## config.mk

```make
export PLATFORM = sky130hd
export DESIGN_NAME = counter_scheduler
export DESIGN_NICKNAME = d
export VERILOG_FILES = /design/src/rtl/counter_scheduler.sv
export SDC_FILE = /design/constraint.sdc
export NUM_CORES = 1
export LEC_CHECK = 0
export ABC_CLOCK_PERIOD_IN_PS = 4820
export BUFFER_PORTS_ARGS = -buffer_cell sky130_fd_sc_hd__buf_2
export CORE_MARGIN = 2
export CORE_UTILIZATION = 30
export DETAILED_ROUTE_END_ITERATION = 12
export GPL_TIMING_DRIVEN = 0
export SYNTH_ARGS = -nofsm -noshare
export SYNTH_HDL_FRONTEND = slang
export SYNTH_SLANG_ARGS = --single-unit
export TNS_END_PERCENT = 5
```

## constraint.sdc

```tcl
create_clock -name clk -period 4.82 [get_ports clk]
set_clock_uncertainty 0.15 [all_clocks]
set_input_delay 0.964 -clock clk [delete_from_list [all_inputs] [get_ports clk]]
set_output_delay 0.964 -clock clk [all_outputs]
set_load 0.005 [all_outputs]
```

## src/rtl/counter_scheduler.sv

```systemverilog
// rtl/counter_scheduler.sv - round-robin scheduler sharing one external counter
// Grants one requester at a time, clears the counter, runs it to that requester's length, pulses done.
module counter_scheduler #(
  parameter int NREQ = 4,
  parameter int CW   = 4
) (
  input  logic               clk,
  input  logic               reset,
  input  logic [NREQ-1:0]    req,
  input  logic [NREQ*CW-1:0] len,
  output logic [NREQ-1:0]    grant,
  output logic [NREQ-1:0]    done,
  output logic               busy,
  output logic               cnt_clr,
  output logic               cnt_en,
  input  logic [CW-1:0]      count
);

  localparam int PW = (NREQ > 1) ? $clog2(NREQ) : 1;

  typedef enum logic [1:0] {
    S_IDLE  = 2'd0,
    S_CLEAR = 2'd1,
    S_RUN   = 2'd2,
    S_DONE  = 2'd3
  } state_t;

  state_t              r_state;
  logic [NREQ-1:0]     r_grant;
  logic [NREQ-1:0]     r_done;
  logic [PW-1:0]       r_rr_ptr;
  logic [PW-1:0]       r_idx;
  logic [CW-1:0]       r_target;

  state_t              w_state_nxt;
  logic [NREQ-1:0]     w_grant_nxt;
  logic [NREQ-1:0]     w_done_nxt;
  logic [PW-1:0]       w_ptr_nxt;
  logic [PW-1:0]       w_idx_nxt;
  logic [CW-1:0]       w_target_nxt;
  logic                w_cnt_en;
  logic [PW:0]         w_pick_res;
  logic                w_found;
  logic [PW-1:0]       w_pick;
  logic                w_req_k;
  logic [NREQ-1:0]     w_pick_onehot;
  logic [CW-1:0]       w_pick_len;

  // Scan from the pointer downward in distance so the nearest set bit is written last and wins.
  function automatic logic [PW:0] rr_pick(input logic [NREQ-1:0] r, input logic [PW-1:0] ptr);
    logic [PW:0] res;
    int          j;
    res = '0;
    for (int i = NREQ - 1; i >= 0; i--) begin
      j = int'(ptr) + i;
      if (j >= NREQ) j = j - NREQ;
      if (r[j]) res = {1'b1, PW'(j)};
    end
    return res;
  endfunction

  assign w_pick_res    = rr_pick(req, r_rr_ptr);
  assign w_found       = w_pick_res[PW];
  assign w_pick        = w_pick_res[PW-1:0];
  assign w_pick_onehot = {{(NREQ-1){1'b0}}, 1'b1} << w_pick;
  assign w_pick_len    = len[int'(w_pick)*CW +: CW];
  assign w_req_k       = req[r_idx];

  always_ff @(posedge clk or negedge reset) begin
    if (!reset) begin
      r_state  <= S_IDLE;
      r_grant  <= '0;
      r_done   <= '0;
      r_rr_ptr <= '0;
      r_idx    <= '0;
      r_target <= '0;
    end else begin
      r_state  <= w_state_nxt;
      r_grant  <= w_grant_nxt;
      r_done   <= w_done_nxt;
      r_rr_ptr <= w_ptr_nxt;
      r_idx    <= w_idx_nxt;
      r_target <= w_target_nxt;
    end
  end

  always_comb begin
    w_state_nxt  = r_state;
    w_grant_nxt  = r_grant;
    w_done_nxt   = '0;
    w_ptr_nxt    = r_rr_ptr;
    w_idx_nxt    = r_idx;
    w_target_nxt = r_target;
    w_cnt_en     = 1'b0;
    case (r_state)
      S_IDLE: begin
        if (w_found) begin
          w_state_nxt  = S_CLEAR;
          w_grant_nxt  = w_pick_onehot;
          w_target_nxt = w_pick_len;
          w_idx_nxt    = w_pick;
          w_ptr_nxt    = (w_pick == PW'(NREQ - 1)) ? '0 : w_pick + PW'(1);
        end
      end
      S_CLEAR: begin
        if (!w_req_k) begin
          w_state_nxt = S_IDLE;
          w_grant_nxt = '0;
        end else begin
          w_state_nxt = S_RUN;
        end
      end
      S_RUN: begin
        // Enable drops in the same cycle count reaches target so the counter holds exactly there.
        if (!w_req_k) begin
          w_state_nxt = S_IDLE;
          w_grant_nxt = '0;
        end else if (count == r_target) begin
          w_state_nxt = S_DONE;
          w_done_nxt  = r_grant;
        end else begin
          w_cnt_en = 1'b1;
        end
      end
      S_DONE: begin
        w_state_nxt = S_IDLE;
        w_grant_nxt = '0;
      end
      default: begin
        w_state_nxt = S_IDLE;
        w_grant_nxt = '0;
      end
    endcase
  end

  assign grant   = r_grant;
  assign done    = r_done;
  assign busy    = (r_state != S_IDLE);
  assign cnt_clr = (r_state == S_CLEAR);
  assign cnt_en  = w_cnt_en;

endmodule

```

# Yosys cells after proc, flatten, opt, wreduce, memory -nomap -nowiden
# Cells that the tools add are included.
# totals
register_bits,18
in_bits,26
word_cells,76
out_inout_bits,11
# op_classes
n_reduce_logical,6
n_mux,37
n_lt_le_gt_ge,9
n_shift,2
n_eq_ne,8
addsub,8
# ops
cell,count
< comparator 32 x 4 -> 1 bit (second input constant),4
two-way mux 32 bit,4
two-way mux 4 bit,5
indexed part select 16 x 5 -> 4 bit,1
two-way mux 1 bit,12
two-way mux 3 bit,4
case mux 4 bit (3 select lines),1
subtractor 3 x 3 -> 4 bit (second input constant),3
binary-select mux 1 bit (select 2 bit),5
two-way mux 2 bit,5
>= comparator 3 bit (second input constant),3
case mux 2 bit (4 select lines),1
adder 2 x 2 -> 3 bit (second input constant),2
== test 2 bit (second input constant),3
AND reduction 2 bit,3
== test 4 bit,1
inequality test 2 bit (second input constant),2
left shift 1 x 2 -> 4 bit (first input constant),1
subtractor 2 x 3 -> 4 bit (second input constant),1
adder 2 x 1 -> 3 bit (second input constant),1
>= comparator 2 x 3 -> 1 bit (second input constant),1
< comparator 2 x 3 -> 1 bit (second input constant),1
inequality test 3 bit (second input constant),1
adder 2 x 1 -> 2 bit (second input constant),1
4 further kinds,4

# Longest topological paths before layout
# depth
depth_word,13
mapped_depth,6
depth_no_buf,6

# Least setup slack after synthesis
# Ideal clock, no wire load.
# synth_timing
path_type,input port to output port
start,input req[3]
end,output cnt_en
path_slack_ns,2.070
t_required_ns,3.706
path_stages,3
n_path_buf,0
t_arrival_ns,1.636
cell_sequence,mux4_2 > nand2_1 > nor2_1
# synth_via
elab_chain_cells,4
# synth_rtl
element,line_no,rtl
"start, declared",9,"input logic [NREQ-1:0] req,"
binary-select mux 1 bit (select 2 bit),67,assign w_req_k = req[r_idx];
two-way mux 1 bit (not written as such),67,
two-way mux 1 bit,115,if (!w_req_k) begin
two-way mux 1 bit,95,case (r_state)
"end, declared",15,"output logic cnt_en,"
# Every way passes these cells. The select of a mux whose other input is x is not followed.

# Final worst setup path
# layout_timing
start,input count[1]
end,output cnt_en
# layout_via
elab_chain_cells,4
# layout_rtl
element,line_no,rtl
"start, declared",16,input logic [CW-1:0] count
== test 4 bit,118,end else if (count == r_target) begin
two-way mux 1 bit,118,
two-way mux 1 bit,115,
two-way mux 1 bit,95,
# Every way passes these cells.

==> impl_metrics.csv <==
group,metric,value,unit
grt,antenna_found_initial,0,
setup_path,critPathMostFrequentCell,"buf_2",
routing,viasPerCell,4.65,
setup_path,r2r_end,"r_target[2]",
timing,fin_crit,3.14,ns
grt,grt_usage,12.5,%
timing,slew_headroom,60.7,%
timing,worst_pin_slew,0.585,ns
job,maxCapViolCount,0,
floorplan,die_w,62.2,um
setup_path,worstSetupStartpointType,"primary input",
setup_path,crit_type,"in -> out",
timing,hold_viol_final,0,
finish,syn2layout_area_growth,27.0,%
routing,antenna_left,0,
grt,grt_max_degree,19,
finish,final_common_cell,"buf_2",
clocking,clockBufferDepth,2,
synthesis,yosysWarnings,0,
pwr,p_leak,0.658,nW
min_path,hold_path_depth,2,
clocking,post_cts_buffers,0,
placed_design,io_buffer_count,36,
min_path,worstHoldStart,"r_idx[1]",
setup_path,regToRegSetupSlack,3.01,ns
setup_path,crit_slowest_cell,"nor4_1",
pwr,ir_drop,0.167,mV
synthesis,ys_seq_elements,18,
timing,setup_violations,0,
timing,fmax,319,MHz
synthesis,syn_nets,124,
min_path,holdPathEnd,"r_idx[1]",
clocking,clk_pin_slew,0.11,ns
outcome,status,"complete, no violations",
setup_path,crit_required,3.71,ns
timing,tns,0,ns
grt,grt_pass1_vias,911,
clocking,cts.sinks,18,
clocking,tritoncts,"done",
setup_path,cpPeakStageDelay,0.55,ns
pwr,power.total,0.000710,W
pwr,powerDensity,551,nW/um^2
clocking,cts_root_buf,"clkbuf_4",
floorplan,coreArea,3280,um^2
finish,fill_cells,345,
setup_path,crit_chain,"buf_2 > xor2_1 > nor4_1 > nor2_1 > buf_2",
clocking,cts_hold_buf,0,
floorplan,ios,37,
synthesis,netlist_area,1010,um^2
grt,grt_first_pass_wirelength,3.93,mm
finish,antenna_cells,0,
clocking,cts_inserted_buffers,3,
routing,dr.pass1.iters,3,
setup_path,cp_max_fo,3,
clocking,clock_latency,0.29,ns
min_path,hold_path_class,"reg -> reg",
placed_design,dp_hpwl,1.79,mm
timing,period_share,65.1,%
routing,wl,2.19,mm
setup_path,critPathArrivalTime,2.02,ns
grt,grt-ovfl-total,0,
routing,remaining_drc_errors,0,
synthesis,yosysSeqAreaShare,44.4,%
placed_design,place_congestion,0.778,
floorplan,die_h,62.2,um
timing,maxSlewViolCount,0,
clocking,htreeDepth,1,
setup_path,reg2reg_depth,5,
finish,layout_common_cells,"buf_2, dfrtp_1, nand2_1, mux2i_1",
synthesis,avgSynthCellArea,10.7,um^2
setup_path,endpoint_kind,"output pin",
finish,fin_nets,165,
floorplan,fp-row-count,21,
routing,dr_total_vias,842,
floorplan,initial_core_util,30.9,%
timing,whs,0.361,ns
synthesis,ys_types,32,
floorplan,die_area,3860,um^2
finish,drive_gt1_share,37.8,%
clocking,ctsResizeCount,0,
routing,drt-initial-drc-count,19,
routing,routedWlPerCell,12.1,um
timing,rsz0062_at_grt,"false",
setup_path,rr_startpoint,"r_rr_ptr[1]",
synthesis,synth_cells,95,
## how the worst max path moves through the flow
| stage | depth (start not counted) | slack, ns | endpoint | startpoint |
|---|---|---|---|---|
| final | 5 | 1.68 | cnt_en | count[1] |
| after global routing | 5 | 1.52 | cnt_en | count[1] |
| after CTS | 5 | 1.63 | cnt_en | count[1] |
| after detailed placement | 5 | 1.64 | cnt_en | count[1] |
| after global placement | 5 | 1.67 | cnt_en | count[1] |
| after floorplan | 3 | 2.07 | cnt_en | req[3] |
## cells by family after synthesis
| logic type | share of synthesized area (%) |
|---|---|
| compound gates | 15.8 |
| xor+xnor | 4.32 |
| fa+ha+maj | 3.70 |
| buf+inv | 4.07 |
| flops | 44.4 |
| mux | 12.2 |
| simple gates | 15.5 |
## registers in the layout, indices dropped and copies added (netlist names)
name / cells
r_state: 2
grant: 4
r_rr_ptr: 2
r_target: 4
done: 4
r_idx: 2
## layout make-up
cell class | count | area [um^2] | share of cell area (%)
Sequential cell | 18 | 450 | 35.0
Tap cell | 46 | 57.6 | 4.47
Clock buffer | 4 | 36.3 | 2.82
Multi-Input combinational cell | 70 | 523 | 40.6
Inverter | 5 | 18.8 | 1.46
Timing Repair Buffer | 36 | 180 | 14.0
Buffer | 2 | 22.5 | 1.75
## routing by layer
layer	vias to the layer above	global-route usage (%)	share of wire (%)
met5	-	0	0
met4	0	4.72	0.68
met3	2	3.99	7.2
met2	28	21.3	49
met1	395	14.6	43
li1	417	-	-
## synth_stat cells (all sizes together)
| cell type | instances | area (um^2) |
|---|---|---|
| o2bb2a | 1 | 10.0 |
| o21ai | 5 | 25.0 |
| inv | 5 | 18.8 |
| mux2i | 9 | 90.1 |
| o221a | 1 | 11.3 |
| xor2 | 4 | 35.0 |
| nor2 | 2 | 7.51 |
| o22ai | 3 | 32.5 |
| ha | 3 | 37.5 |
| and2 | 4 | 25.0 |
| a21oi | 3 | 18.8 |
| a32o | 1 | 10.0 |
| and2b | 1 | 8.76 |
| nor4 | 2 | 12.5 |
| nand2b | 3 | 18.8 |
| nor3 | 1 | 10.0 |
| nand2 | 15 | 56.3 |
| o221ai | 4 | 35.0 |
| mux2 | 1 | 11.3 |
| dfrtp | 18 | 450 |
| a22o | 1 | 8.76 |
| nor2b | 2 | 12.5 |
| buf | 2 | 22.5 |
| a21o | 1 | 8.76 |
| mux4 | 1 | 22.5 |
| or2 | 1 | 6.26 |
| xnor2 | 1 | 8.76 |
## metrics by stage
stage	utilization (%)	std cells	worst slack, ns	instance area (um^2)
final	39.2	181	1.68	1290
after global routing	39.2	181	1.52	1290
after CTS	39.2	181	1.63	1290
after detailed placement	38.1	177	1.64	1250
after global placement	38.1	177	1.67	1250
after floorplan	-	95	2.07	1010
## worst max-delay path, delay by kind of cell
kind                      cells  cell delay (ns)
and+or+nand+nor               2             0.67
buffers and inverters         2             0.25
xor gates and xnor gates      1             0.14
## power breakdown
group	switching (W)	internal (W)	total, W
clock	0.0000477	0.0000460	0.0000936
combinational	0.000192	0.000178	0.000370
sequential	0.0000395	0.000206	0.000246
total	0.000279	0.000430	0.000710
(Power assumes the default switching activity.)
